$ cat src/rtl/sar_sequencer.sv
// Multi-channel SAR conversion scheduler: masked channel scan (single or continuous),
// 2^k averaging per channel, one result strobe per channel and stall recovery by timeout.
module sar_sequencer #(
  parameter int NCH         = 4,
  parameter int CH_W        = 2,
  parameter int CODE_W      = 10,
  parameter int SETTLE_CYC  = 8,
  parameter int TIMEOUT_CYC = 1023
) (
  input  logic              f100m_clk,
  input  logic              rstb,
  input  logic              cfg_en,
  input  logic              cfg_cont,
  input  logic [NCH-1:0]    cfg_ch_mask,
  input  logic [1:0]        cfg_avg_log2,
  input  logic              start,
  output logic              soc,
  input  logic              eoc,
  input  logic              err,
  input  logic              warn,
  input  logic [CODE_W-1:0] sar_code,
  output logic [CH_W-1:0]   mux_sel,
  output logic              busy,
  output logic              res_valid,
  output logic [CH_W-1:0]   res_ch,
  output logic [CODE_W-1:0] res_code,
  output logic              res_warn,
  output logic              conv_err,
  output logic              timeout_err
);
  localparam int SET_W = $clog2(SETTLE_CYC + 1);
  localparam int TMO_W = $clog2(TIMEOUT_CYC + 1);
  localparam int ACC_W = CODE_W + 3;
  localparam logic [SET_W-1:0] SET_RELOAD = SET_W'(SETTLE_CYC - 1);
  localparam logic [TMO_W-1:0] TMO_LOAD   = TMO_W'(TIMEOUT_CYC);

  localparam logic [2:0] S_IDLE   = 3'd0;
  localparam logic [2:0] S_SETTLE = 3'd1;
  localparam logic [2:0] S_SOC    = 3'd2;
  localparam logic [2:0] S_WAIT   = 3'd3;
  localparam logic [2:0] S_NEXT   = 3'd4;

  logic [2:0]        r_state;
  logic [2:0]        w_state_nxt;
  logic              r_cont;
  logic [NCH-1:0]    r_mask;
  logic [1:0]        r_avg;
  logic [CH_W-1:0]   r_ch;
  logic [SET_W-1:0]  r_set_cnt;
  logic [TMO_W-1:0]  r_tmo_cnt;
  logic [ACC_W-1:0]  r_acc;
  logic [3:0]        r_cnt;
  logic              r_warn;
  logic              r_stop;
  logic              r_soc;
  logic              r_busy;
  logic              r_res_valid;
  logic [CH_W-1:0]   r_res_ch;
  logic [CODE_W-1:0] r_res_code;
  logic              r_res_warn;
  logic              r_conv_err;
  logic              r_tmo_err;

  logic              w_start_ok;
  logic              w_stop;
  logic [ACC_W-1:0]  w_acc_sum;
  logic [3:0]        w_cnt_inc;
  logic              w_avg_done;
  logic [CH_W-1:0]   w_lo_cfg;
  logic [CH_W-1:0]   w_lo_sh;
  logic [CH_W:0]     w_hi;

  function automatic logic [CH_W-1:0] lowest_bit(input logic [NCH-1:0] mask);
    lowest_bit = {CH_W{1'b0}};
    for (int i = NCH - 1; i >= 0; i--) begin
      if (mask[i]) lowest_bit = CH_W'(i);
    end
  endfunction

  // MSB flags that a set mask bit above ch exists; low bits give the nearest one
  function automatic logic [CH_W:0] next_bit(input logic [NCH-1:0] mask, input logic [CH_W-1:0] ch);
    next_bit = {(CH_W + 1){1'b0}};
    for (int i = NCH - 1; i >= 0; i--) begin
      if (mask[i] && (CH_W'(i) > ch)) next_bit = {1'b1, CH_W'(i)};
    end
  endfunction

  assign w_start_ok = start && cfg_en && (|cfg_ch_mask);
  assign w_stop     = r_stop || !cfg_en;
  assign w_acc_sum  = r_acc + {3'b000, sar_code};
  assign w_cnt_inc  = r_cnt + 4'd1;
  assign w_avg_done = (w_cnt_inc == (4'd1 << r_avg));
  assign w_lo_cfg   = lowest_bit(cfg_ch_mask);
  assign w_lo_sh    = lowest_bit(r_mask);
  assign w_hi       = next_bit(r_mask, r_ch);

  // Next-state decision; err outranks a simultaneous eoc
  always_comb begin
    w_state_nxt = r_state;
    case (r_state)
      S_IDLE: begin
        if (w_start_ok) w_state_nxt = S_SETTLE;
        else            w_state_nxt = S_IDLE;
      end
      S_SETTLE: begin
        if (!cfg_en)                         w_state_nxt = S_IDLE;
        else if (r_set_cnt == {SET_W{1'b0}}) w_state_nxt = S_SOC;
        else                                 w_state_nxt = S_SETTLE;
      end
      S_SOC: w_state_nxt = S_WAIT;
      S_WAIT: begin
        if (w_stop && (err || eoc))          w_state_nxt = S_IDLE;
        else if (err || (eoc && w_avg_done)) w_state_nxt = S_NEXT;
        else if (eoc)                        w_state_nxt = S_SOC;
        else if (r_tmo_cnt <= TMO_W'(1))     w_state_nxt = S_IDLE;
        else                                 w_state_nxt = S_WAIT;
      end
      S_NEXT: begin
        if (w_hi[CH_W] || (r_cont && cfg_en)) w_state_nxt = S_SETTLE;
        else                                  w_state_nxt = S_IDLE;
      end
      default: w_state_nxt = S_IDLE;
    endcase
  end

  // State, registered outputs, shadow config and averaging datapath
  always_ff @(posedge f100m_clk or negedge rstb) begin
    if (!rstb) begin
      r_state     <= S_IDLE;
      r_cont      <= 1'b0;
      r_mask      <= {NCH{1'b0}};
      r_avg       <= 2'd0;
      r_ch        <= {CH_W{1'b0}};
      r_set_cnt   <= {SET_W{1'b0}};
      r_tmo_cnt   <= {TMO_W{1'b0}};
      r_acc       <= {ACC_W{1'b0}};
      r_cnt       <= 4'd0;
      r_warn      <= 1'b0;
      r_stop      <= 1'b0;
      r_soc       <= 1'b0;
      r_busy      <= 1'b0;
      r_res_valid <= 1'b0;
      r_res_ch    <= {CH_W{1'b0}};
      r_res_code  <= {CODE_W{1'b0}};
      r_res_warn  <= 1'b0;
      r_conv_err  <= 1'b0;
      r_tmo_err   <= 1'b0;
    end else begin
      r_state     <= w_state_nxt;
      r_busy      <= (w_state_nxt != S_IDLE);
      r_soc       <= (w_state_nxt == S_SOC);
      r_res_valid <= 1'b0;
      r_conv_err  <= 1'b0;
      r_tmo_err   <= 1'b0;
      case (r_state)
        S_IDLE: begin
          if (w_start_ok) begin
            r_cont    <= cfg_cont;
            r_mask    <= cfg_ch_mask;
            r_avg     <= cfg_avg_log2;
            r_ch      <= w_lo_cfg;
            r_set_cnt <= SET_RELOAD;
            r_acc     <= {ACC_W{1'b0}};
            r_cnt     <= 4'd0;
            r_warn    <= 1'b0;
            r_stop    <= 1'b0;
          end
        end
        S_SETTLE: begin
          if (r_set_cnt != {SET_W{1'b0}}) r_set_cnt <= r_set_cnt - SET_W'(1);
        end
        S_SOC: r_tmo_cnt <= TMO_LOAD;
        S_WAIT: begin
          r_tmo_cnt <= r_tmo_cnt - TMO_W'(1);
          if (!cfg_en) r_stop <= 1'b1;
          if (err) begin
            r_conv_err <= 1'b1;
            r_acc      <= {ACC_W{1'b0}};
            r_cnt      <= 4'd0;
            r_warn     <= 1'b0;
          end else if (eoc && w_avg_done) begin
            r_res_valid <= 1'b1;
            r_res_ch    <= r_ch;
            r_res_code  <= CODE_W'(w_acc_sum >> r_avg);
            r_res_warn  <= r_warn || warn;
            r_acc       <= {ACC_W{1'b0}};
            r_cnt       <= 4'd0;
            r_warn      <= 1'b0;
          end else if (eoc) begin
            r_acc <= w_acc_sum;
            r_cnt <= w_cnt_inc;
            if (warn) r_warn <= 1'b1;
          end else if (r_tmo_cnt <= TMO_W'(1)) begin
            r_tmo_err <= 1'b1;
            r_acc     <= {ACC_W{1'b0}};
            r_cnt     <= 4'd0;
            r_warn    <= 1'b0;
          end else if (warn) begin
            r_warn <= 1'b1;
          end
        end
        S_NEXT: begin
          if (w_state_nxt == S_SETTLE) begin
            r_ch      <= w_hi[CH_W] ? w_hi[CH_W-1:0] : w_lo_sh;
            r_set_cnt <= SET_RELOAD;
          end
        end
        default: r_state <= S_IDLE;
      endcase
    end
  end

  assign soc         = r_soc;
  assign busy        = r_busy;
  assign mux_sel     = r_ch;
  assign res_valid   = r_res_valid;
  assign res_ch      = r_res_ch;
  assign res_code    = r_res_code;
  assign res_warn    = r_res_warn;
  assign conv_err    = r_conv_err;
  assign timeout_err = r_tmo_err;
endmodule

$ cat config.mk
export PLATFORM = sky130hd
export DESIGN_NAME = sar_sequencer
export DESIGN_NICKNAME = d
export VERILOG_FILES = /design/src/rtl/sar_sequencer.sv
export SDC_FILE = /design/constraint.sdc
export NUM_CORES = 1
export LEC_CHECK = 0
export CAP_MARGIN = 20
export CORE_UTILIZATION = 55
export DETAILED_ROUTE_END_ITERATION = 10
export GPL_TIMING_DRIVEN = 0
export HOLD_SLACK_MARGIN = 0.02
export PLACE_DENSITY = 0.87
export REMOVE_ABC_BUFFERS = 1
export SLEW_MARGIN = 20
export SYNTH_ARGS = -nofsm -noshare
export SYNTH_HDL_FRONTEND = slang
export SYNTH_SLANG_ARGS = --single-unit
$ cat constraint.sdc
create_clock -name f100m_clk -period 2.99 [get_ports f100m_clk]
set_input_delay 0.598 -clock f100m_clk [delete_from_list [all_inputs] [get_ports f100m_clk]]
set_output_delay 0.598 -clock f100m_clk [all_outputs]
set_load 0.01 [all_outputs]
==> load_flow_metrics.sql <==
INSERT INTO impl_metrics (metric_group, metric, value, unit) VALUES
('synth', 'async_flop_share', '1.00', ''),
('global_route', 'grt.total_usage', '0.269', ''),
('setup_path', 'timing.critical_path.from_type', 'primary input', ''),
('min_path', 'min_path_type', 'in2async', ''),
('power_and_ir_drop', 'swShare', '0.322', ''),
('routing', 'wl', '9100', 'um'),
('layout', 'utilization', '0.671', ''),
('placed_design', 'port-buffer-count', '43', ''),
('synth', 'synthSimpleGateAreaFrac', '0.191', ''),
('floorplanning', 'dieHeight', '85.3', 'um'),
('layout', 'insertedDiodeCount', '0', ''),
('layout', 'layout.cells.non_filler', '548', ''),
('cts', 'number_of_buffers_created_by_cts', '9', ''),
('setup_path', 'critical_path_arrival', '3.20', 'ns'),
('global_route', 'grt_antenna_before_repair', '0', ''),
('synth', 'yosysTopAreaCell', 'sky130_fd_sc_hd__dfrtp_1', ''),
('routing', 'drt-pass1-iter-count', '4', ''),
('synth', 'syn_area', '0.00382', 'mm2'),
('setup_path', 'reg2reg_from', 'r_cnt[0]', ''),
('setup_path', 'timing.critical_path.from', 'sar_code[6]', ''),
('synth', 'synthesis.instances', '426', ''),
('timing', 'setup_viol', '0', ''),
('routing', 'drtIter0Drc', '252', ''),
('global_route', 'grt_max_degree', '48', ''),
('layout', 'syn2layout_area_growth', '18.7', '%'),
('setup_path', 'critPathCaptureType', 'flip-flop', ''),
('placed_design', 'gp_routability_congestion', '0.880', ''),
('cts', 'cts_max_path_buffers', '2', ''),
('synth', 'post-synth-top-area-fraction', '0.413', ''),
('layout', 'area_of_combinational_cells_with_multiple_inputs', '0.00212', 'mm2'),
('cts', 'path_clk_slew', '0.07', 'ns'),
('cts', 'cts_max_level', '3', ''),
('synth', 'yosysUniqueCellTypes', '62', ''),
('synth', 'synth_top_family_by_area', 'compound AO/OA/AOI/OAI gates', ''),
('setup_path', 'worst-endpoint-required', '3.27', 'ns'),
('layout', 'final_layout_size_suffix_gt1_frac', '0.0876', ''),
('power_and_ir_drop', 'switching_component_of_the_power', '0.798', 'mW'),
('cts', 'clock_sinks', '63', ''),
('routing', 'wl_per_cell', '16.6', 'um'),
('routing', 'detail-route-antenna-nets', '0', ''),
('floorplanning', 'count_of_pins_on_the_block_boundary', '44', ''),
('synth', 'dominant_register_cell_in_the_synthesized_netlist', 'sky130_fd_sc_hd__dfrtp_1', ''),
('global_route', 'globalRoute.totalOverflow', '0', ''),
('synth', 'post_synth_main_area_contributors', 'sky130_fd_sc_hd__dfrtp_1, sky130_fd_sc_hd__a21oi_1, sky130_fd_sc_hd__ha_1', ''),
('synth', 'post_synth_xor_area_fraction', '0.0229', ''),
('floorplanning', 'initial_utilization', '0.565', ''),
('layout', 'nNetsFinal', '502', ''),
('timing', 'rsz_0062_raised_after_global_routing', 'yes', ''),
('cts', 'cts_hold_repair.buffers', '0', ''),
('status', 'outcome', 'finished clean', ''),
('power_and_ir_drop', 'leakagePower', '1.99', 'nW'),
('timing', 'fin_crit_sh', '0.979', ''),
('placed_design', 'dp_cells', '532', ''),
('floorplanning', 'floorplan.die.width', '85.3', 'um'),
('timing', 'timing_worst_slew_pin_value', '0.886', 'ns'),
('synth', 'syn_avg_cell_area', '8.96', 'um2'),
('setup_path', 'rr_endpoint', 'res_code[8]', ''),
('setup_path', 'critical_path_fanouts_max', '7', ''),
('cts', 'tritoncts', 'yes', ''),
('synth', 'synth_warnings', '0', ''),
('timing', 'slew_headroom', '0.409', ''),
('setup_path', 'r2r_slack', '0.12', 'ns'),
('timing', 'hold-worst-slack', '0.120', 'ns'),
('routing', 'detailed_route_via_count', '3428', ''),
('timing', 'worst_clk_skew', '0.00676', 'ns'),
('synth', 'synthMostInstantiatedCell', 'sky130_fd_sc_hd__dfrtp_1', ''),
('floorplanning', 'die_area', '0.00728', 'mm2'),
('layout', 'sequential_cell_area', '0.00158', 'mm2'),
('layout', 'num-fill-cells', '535', ''),
('cts', 'worstSkewPairLatency', '0.34', 'ns'),
('synth', 'synth_top_cells_by_count', 'sky130_fd_sc_hd__dfrtp_1, sky130_fd_sc_hd__nor2_1, sky130_fd_sc_hd__nand2_1', '');
-- registers in the layout, summed over array words and instances, names as in the netlist, 3 cells and up --
register,cells
res_code,10
r_mask,4
r_acc,13
r_tmo_cnt,10
r_state,3
r_cnt,4
r_set_cnt,4
-- layout by cell type, fill, tap and decap left out, types with 4 or more instances in the layout --
cell                               n
sky130_fd_sc_hd__a31oi_1           6
sky130_fd_sc_hd__xnor2_1           6
sky130_fd_sc_hd__nand2_1          38
sky130_fd_sc_hd__mux2_2            8
sky130_fd_sc_hd__o31ai_1           5
sky130_fd_sc_hd__a22o_1           11
sky130_fd_sc_hd__dfrtp_1          62
sky130_fd_sc_hd__nor3b_1           4
sky130_fd_sc_hd__clkbuf_8         12
sky130_fd_sc_hd__a21oi_1          33
sky130_fd_sc_hd__nor3_1           19
sky130_fd_sc_hd__clkdlybuf4s50_1  42
sky130_fd_sc_hd__o21a_1            6
sky130_fd_sc_hd__or4_1             5
sky130_fd_sc_hd__nand3_1          12
sky130_fd_sc_hd__o21ai_0          31
sky130_fd_sc_hd__nor2_1           42
sky130_fd_sc_hd__inv_1            16
sky130_fd_sc_hd__a211oi_1          5
sky130_fd_sc_hd__mux2i_1           6
sky130_fd_sc_hd__ha_1             14
-- stage by stage --
stage / setup slack [ns] / setup TNS (ns) / cell area [um2]
after floorplan: 0.243 / 0 / 3720
final: 0.0632 / 0 / 4530
after global routing: -0.0700 / -0.195 / 4530
after CTS: 0.0146 / 0 / 4520
after detailed placement: -0.392 / -3.78 / 4300
after global placement: -1.22 / -69.72 / 4250
-- how the worst max path moves through the flow --
| stage | to | slack (ns) | cells after the start |
|---|---|---|---|
| after global placement | r_cnt[0] | -1.22 | 6 |
| after CTS | res_code[8] | 0.01 | 8 |
| after detailed placement | res_code[8] | -0.39 | 9 |
| final | res_code[8] | 0.06 | 8 |
| after global routing | busy | -0.07 | 8 |
| after floorplan | res_code[8] | 0.24 | 9 |
-- cell families after synthesis --
group                    count (synthesis)
AND/OR/NAND/NOR                        150
AO/OA/AOI/OAI                          137
flip-flops                              63
buffers and inverters                   37
adder cells (fa/ha/maj)                 15
multiplexers                            14
XOR/XNOR                                10
-- worst max-delay path, stage by stage --
cell and delay [ns]:
sky130_fd_sc_hd__clkdlybuf4s50_1 0.40, sky130_fd_sc_hd__ha_1 0.38, sky130_fd_sc_hd__a2111oi_1 0.47, sky130_fd_sc_hd__o21ai_1 0.22, sky130_fd_sc_hd__a31oi_1 0.34, sky130_fd_sc_hd__xnor2_2 0.16
sky130_fd_sc_hd__a2111oi_0 0.47, sky130_fd_sc_hd__a211o_1 0.16
-- metal layers --
metal  track usage  vias up  share of wire  routed length, um
met5             0        -              0                  0
li1              -     1651              -                  -
met4         0.118        0          0.016                143
met1         0.330     1644           0.43               3930
met3        0.0457       15          0.053                481
met2         0.468      118           0.50               4540
-- power groups by stage --
stage	clock network, mW	logic, mW	registers, mW
6_report	0.776	0.567	1.14
5_1_grt	0.835	0.643	1.16
4_1_cts	0.789	0.567	1.13
3_5_place_dp	0	0.560	1.15
3_3_place_gp	0	0.523	1.13
2_1_floorplan	0	0.366	1.11
-- what timing repair did --
item / CTS / global route
setup buffers: 0 / 0
gates resized for setup: 3 / 7
setup endpoints to repair: 14 / 12
-- final cells by class --
cell class,instances,share of cell area
multi-input combinational,326,0.467
sequential,63,0.348
timing repair buffer,45,0.102
clock buffer,13,0.0373
tap,80,0.0221
inverter,18,0.0149
clock inverter,3,0.00883
(Power assumes the default switching activity.)
